$ cat config.mk
export PLATFORM = sky130hd
export DESIGN_NAME = repeated_div_16by8
export DESIGN_NICKNAME = d
export VERILOG_FILES = /design/src/rtl/calc_arith_pkg.sv /design/src/rtl/repeated_div_step.sv /design/src/rtl/repeated_div_16by8.sv
export SDC_FILE = /design/constraint.sdc
export NUM_CORES = 1
export LEC_CHECK = 0
export BUFFER_PORTS_ARGS = -buffer_cell sky130_fd_sc_hd__buf_2
export CAP_MARGIN = 20
export CORE_MARGIN = 2
export CORE_UTILIZATION = 35
export CTS_BUF_LIST = sky130_fd_sc_hd__clkbuf_4 sky130_fd_sc_hd__clkbuf_8
export DETAILED_ROUTE_END_ITERATION = 10
export SLEW_MARGIN = 25
export SYNTH_ARGS = -nofsm -noshare
export SYNTH_HDL_FRONTEND = slang
export SYNTH_SLANG_ARGS = --single-unit
export TNS_END_PERCENT = 100
$ cat constraint.sdc
create_clock -name clk -period 2.4 [get_ports clk]
set_clock_uncertainty 0.2 [all_clocks]
set_input_delay 0.12 -clock clk [delete_from_list [all_inputs] [get_ports clk]]
set_output_delay 0.12 -clock clk [all_outputs]
set_load 0.05 [all_outputs]
$ cat src/rtl/calc_arith_pkg.sv
// Shared arithmetic definitions for the calculator datapath.
// Holds the default operand widths and the start/run/finish FSM state type.
package calc_arith_pkg;

  localparam int CALC_DW = 16;
  localparam int CALC_VW = 8;
  localparam int CALC_QW = 16;

  typedef enum logic [1:0] {
    ST_IDLE = 2'd0,
    ST_RUN  = 2'd1,
    ST_FIN  = 2'd2
  } state_t;

endpackage

$ cat src/rtl/repeated_div_step.sv
// One iteration of the repeated-subtraction divider: compare, then subtract only when it fits.
// Purely combinational; rem_next equals rem when div does not fit, so it never underflows.
module repeated_div_step
  import calc_arith_pkg::*;
#(
  parameter int W = CALC_DW
) (
  input  logic [W-1:0] rem,
  input  logic [W-1:0] div,
  output logic         ge,
  output logic [W-1:0] rem_next
);

  always_comb begin
    ge       = (rem >= div);
    rem_next = rem;
    if (ge) begin
      rem_next = rem - div;
    end
  end

endmodule

$ cat src/rtl/repeated_div_16by8.sv
// Multi-cycle unsigned divider by repeated subtraction with start/done control; latency quotient+2.
// Build option REPEATED_DIV_OVF_EN: stop at an all-ones quotient and flag ovf (else quotient wraps).
module repeated_div_16by8
  import calc_arith_pkg::*;
#(
  parameter int DW = CALC_DW,
  parameter int VW = CALC_VW,
  parameter int QW = CALC_QW
) (
  input  logic          clk,
  input  logic          rst,
  input  logic          start,
  input  logic [DW-1:0] dividend,
  input  logic [VW-1:0] divisor,
  output logic [QW-1:0] quotient,
  output logic [DW-1:0] remainder,
  output logic          busy,
  output logic          done,
  output logic          div_zero,
  output logic          ovf
);

  state_t        state_q, state_d;
  logic [DW-1:0] rem_q, rem_d;
  logic [DW-1:0] div_q, div_d;
  logic [QW-1:0] quo_q, quo_d;
  logic [QW-1:0] quotient_q, quotient_d;
  logic [DW-1:0] remainder_q, remainder_d;
  logic          busy_q, busy_d;
  logic          done_q, done_d;
  logic          div_zero_q, div_zero_d;

  logic          ge;
  logic [DW-1:0] rem_next;

`ifdef REPEATED_DIV_OVF_EN
  logic          ovf_q, ovf_d;
  logic          ovf_pend_q, ovf_pend_d;
  logic          quo_max;

  assign quo_max = &quo_q;
`endif

  repeated_div_step #(
    .W(DW)
  ) u_step (
    .rem      (rem_q),
    .div      (div_q),
    .ge       (ge),
    .rem_next (rem_next)
  );

  always_comb begin
    state_d     = state_q;
    rem_d       = rem_q;
    div_d       = div_q;
    quo_d       = quo_q;
    quotient_d  = quotient_q;
    remainder_d = remainder_q;
    busy_d      = busy_q;
    done_d      = done_q;
    div_zero_d  = div_zero_q;
`ifdef REPEATED_DIV_OVF_EN
    ovf_d       = ovf_q;
    ovf_pend_d  = ovf_pend_q;
`endif

    // A new request wins in every state and silently abandons any running operation.
    if (start) begin
      rem_d      = dividend;
      div_d      = DW'(divisor);
      quo_d      = '0;
      busy_d     = 1'b1;
      done_d     = 1'b0;
      div_zero_d = 1'b0;
`ifdef REPEATED_DIV_OVF_EN
      ovf_d      = 1'b0;
      ovf_pend_d = 1'b0;
`endif
      state_d    = (divisor == '0) ? ST_FIN : ST_RUN;
    end else begin
      unique case (state_q)
        ST_IDLE: begin
          state_d = ST_IDLE;
        end

        ST_RUN: begin
`ifdef REPEATED_DIV_OVF_EN
          if (ge && quo_max) begin
            ovf_pend_d = 1'b1;
            state_d    = ST_FIN;
          end else
`endif
          if (ge) begin
            rem_d = rem_next;
            quo_d = quo_q + 1'b1;
          end else begin
            state_d = ST_FIN;
          end
        end

        ST_FIN: begin
          state_d     = ST_IDLE;
          busy_d      = 1'b0;
          done_d      = 1'b1;
          quotient_d  = quo_q;
          remainder_d = rem_q;
          // Only a zero divisor can reach FIN with div_q still zero; rem_q then holds the dividend.
          if (div_q == '0) begin
            quotient_d = '1;
            div_zero_d = 1'b1;
          end
`ifdef REPEATED_DIV_OVF_EN
          else if (ovf_pend_q) begin
            quotient_d = '1;
            ovf_d      = 1'b1;
          end
`endif
        end

        default: begin
          state_d = ST_IDLE;
        end
      endcase
    end
  end

  always_ff @(posedge clk or posedge rst) begin
    if (rst) begin
      state_q     <= ST_IDLE;
      rem_q       <= '0;
      div_q       <= '0;
      quo_q       <= '0;
      quotient_q  <= '0;
      remainder_q <= '0;
      busy_q      <= 1'b0;
      done_q      <= 1'b0;
      div_zero_q  <= 1'b0;
`ifdef REPEATED_DIV_OVF_EN
      ovf_q       <= 1'b0;
      ovf_pend_q  <= 1'b0;
`endif
    end else begin
      state_q     <= state_d;
      rem_q       <= rem_d;
      div_q       <= div_d;
      quo_q       <= quo_d;
      quotient_q  <= quotient_d;
      remainder_q <= remainder_d;
      busy_q      <= busy_d;
      done_q      <= done_d;
      div_zero_q  <= div_zero_d;
`ifdef REPEATED_DIV_OVF_EN
      ovf_q       <= ovf_d;
      ovf_pend_q  <= ovf_pend_d;
`endif
    end
  end

  assign quotient  = quotient_q;
  assign remainder = remainder_q;
  assign busy      = busy_q;
  assign done      = done_q;
  assign div_zero  = div_zero_q;
`ifdef REPEATED_DIV_OVF_EN
  assign ovf       = ovf_q;
`else
  assign ovf       = 1'b0;
`endif

endmodule
==> qor.yml <==
power_and_ir_drop:
  p_switching_mw: 1.37
  p_sw_share_pct: 34.3
  p_int_mw: 2.63
  ir_drop_mv: 0.407
  power_density_mw_per_mm2: 823
  clkPwrFrac_pct: 23.5
  seq_power_share_pct: 40.0
  finalPower_mw: 4.01
  p_comb_share_pct: 36.5
  p_leak_nw: 2.36
run_status:
  violations: "negative setup slack"
  status: "finished with violations"
timing:
  hold-worst-slack_ns: 0.166
  rsz0062_at_grt: "yes"
  slew_headroom_pct: 56.5
  drv_slew: 0
  hold_viol_final: 0
  max_freq_mhz: 398
  finalCritPeriodShare_pct: 105
  setup_ws_ns: -0.114
  final-setup-viol-count: 13
  tightest_slew_ns: 0.652
  min_period_ns: 2.51
setup_path:
  path_max_fanout: 4
  worstPathRequired_ns: 2.41
  arrival_ns: 2.52
  critPathLaunchType: "register"
  end_kind: "register"
  path_class: "reg -> reg"
flow_run:
  cap_viol_max_count: 0
route:
  vias_per_cell: 4.87
  wl_per_cell_um: 13.6
  vias: 2983
  dr.pass1.iters: 4
  detail_route.iter0.violations: 83
  postRouteAntennaNets: 0
  drt-total-wl_mm: 8.34
  drc: 0
yosys:
  synth_nets: 408
  postSynthAreaPerCell_um2: 10.2
  synth-seq-area-share_pct: 51.1
  synth_ff_type: "dfrtp_1"
  syn_inst: 371
  ys_ff_latch: 77
  async_flop_share_pct: 100
  synth_edf_count: 0
  ys_types: 50
  netlist_area_mm2: 0.00377
  yosys_warnings: 0
final_layout:
  mostFrequentLayoutCell: "dfrtp_1"
  stdcell_count: 613
  drive_gt1_share_pct: 29.4
  final_nets: 510
  syn2layout_area_growth_pct: 29.1
  final_cell_mix: "dfrtp_1, buf_2, nor2_1"
  insertedDiodeCount: 0
  fin_area_mm2: 0.00487
  fillers: 1030
clock_network:
  cts_max_level: 3
  clkTransAtPathRegs_ns: 0.08
  cts_sinks: 77
  clock_latency_ns: 0.35
  cts_buffers: 9
  tritoncts: "yes"
  cts_buffer_depth: 2
  cts-root-buf: "clkbuf_8"
global_route:
  overflow: 0
  grt_pass1_vias: 2882
  antenna_found_initial: 0
  grt_max_degree: 59
  grt_use_total_pct: 15.5
  grt_pass1_wl_mm: 14.2
die:
  start_util_pct: 36.2
  pin_count: 63
  fp.dieH_um: 108
  die_x_um: 108
  core_mm2: 0.0104
  dieArea_mm2: 0.0116
  row_count: 37
place:
  portBuffers: 61
  gp_congestion: 0.801
  place_area_mm2: 0.00431
  place_hpwl_mm: 5.83
  dp_slack_ns: -0.110
  dp.cells: 568
worst_hold_path:
  hold_class: "in -> async"
## final cells by class
cell class | instances | area [um2] | area share (%)
Tap cell | 136 | 170 | 3.50
Inverter | 12 | 45.0 | 0.925
Clock inverter | 5 | 52.6 | 1.08
Timing Repair Buffer | 109 | 747 | 15.3
Sequential cell | 77 | 1930 | 39.6
Clock buffer | 10 | 131 | 2.70
Multi-Input combinational cell | 264 | 1800 | 36.9
## final timing paths
check / start / end / slack, ns / cells past startpoint
min in group clk: done / done / 0.29 / 1
hold / removal: rst / remainder[12] / 0.17 / 4
hold reg to reg: done / done / 0.29 / 1
setup / recovery: rem_q[0] / rem_q[14] / -0.11 / 11
max in group asynchronous: rst / rem_q[2] / 1.26 / 4
setup reg to reg: rem_q[0] / rem_q[14] / -0.11 / 11
## state kept, by name, summed over array words and instances (netlist names)
name and count:
remainder 16, state_q 2, rem_q 16, quotient 16, busy 1, done 1
quo_q 16, div_zero 1, div_q 8
## through the flow
stage / util [%] / TNS (ns)
final: 46.7 / -0.449
after floorplan: - / -0.00277
after CTS: 45.9 / -1.10
after global placement: 41.3 / -0.266
after detailed placement: 41.3 / -0.497
after global routing: 46.7 / -3.71
## cell families after synthesis
logic type               Yosys count  share of synthesized area [%]
adder cells (fa/ha/maj)           10                           3.52
XOR/XNOR                          28                           6.50
flip-flops                        77                           51.1
multiplexers                      26                           7.53
AO/OA/AOI/OAI                     63                           9.75
buffers and inverters             30                           3.72
AND/OR/NAND/NOR                  136                           17.8
other                              1                         0.0994
## power groups by stage
| stage | clock (mW) | combinational [mW] | sequential (mW) |
|---|---|---|---|
| floorplan | 0 | 0.875 | 1.66 |
| detailed placement | 0 | 1.28 | 1.62 |
| global route | 1.03 | 1.62 | 1.63 |
| CTS | 0.977 | 1.36 | 1.59 |
| finish | 0.943 | 1.46 | 1.60 |
| global placement | 0 | 1.26 | 1.61 |
## layer usage
layer	up-vias	track usage (%)	wire length, um	share of wire (%)
li1	1473	-	-	-
met1	1451	20.7	3950	47
met2	53	25.1	3990	48
met3	6	4.36	343	4.1
met4	0	3.57	48	0.58
met5	-	0	0	0
## repair_timing
item | CTS | global route
resized for setup | 4 | 12
pin swaps | 7 | 11
buffers inserted | 3 | 1
hold buffers | 26 | 0
endpoints found under the setup margin | 18 | 32
gates cloned | 0 | 0
endpoints found under the hold margin | 103 | 0
## cells in the mapped netlist (3+ instances only)
library cell   n  share of area [%]
xor2_1        18                4.2
buf_2          4               0.53
ha_1           9                3.0
inv_1         12                1.2
clkbuf_1      10                1.0
a21oi_1       22                2.9
mux2i_1        7                1.9
nand2_1       27                2.7
dfrtp_1       77                 51
o21ai_0       16                2.1
nor2_1        57                5.7
and3_1         7                1.2
o21ai_1       10                1.3
nor2b_1        3               0.50
nor3_1         4               0.53
nand4_1        9                1.5
mux2_2        19                5.7
xnor2_1       10                2.3
nand3_1        7               0.93
## worst max-delay path, cell delays in order (launching register included)
cell and delay, ns:
dfrtp_1 0.38, inv_1 0.06, ha_2 0.18, inv_2 0.04
fa_2 0.36, a211oi_2 0.21, o211ai_1 0.12, nand2_2 0.14
nand3_2 0.10, or3b_1 0.37, xor2_1 0.13, o21ai_1 0.07
No activity file was read; power rests on OpenSTA's default activity.
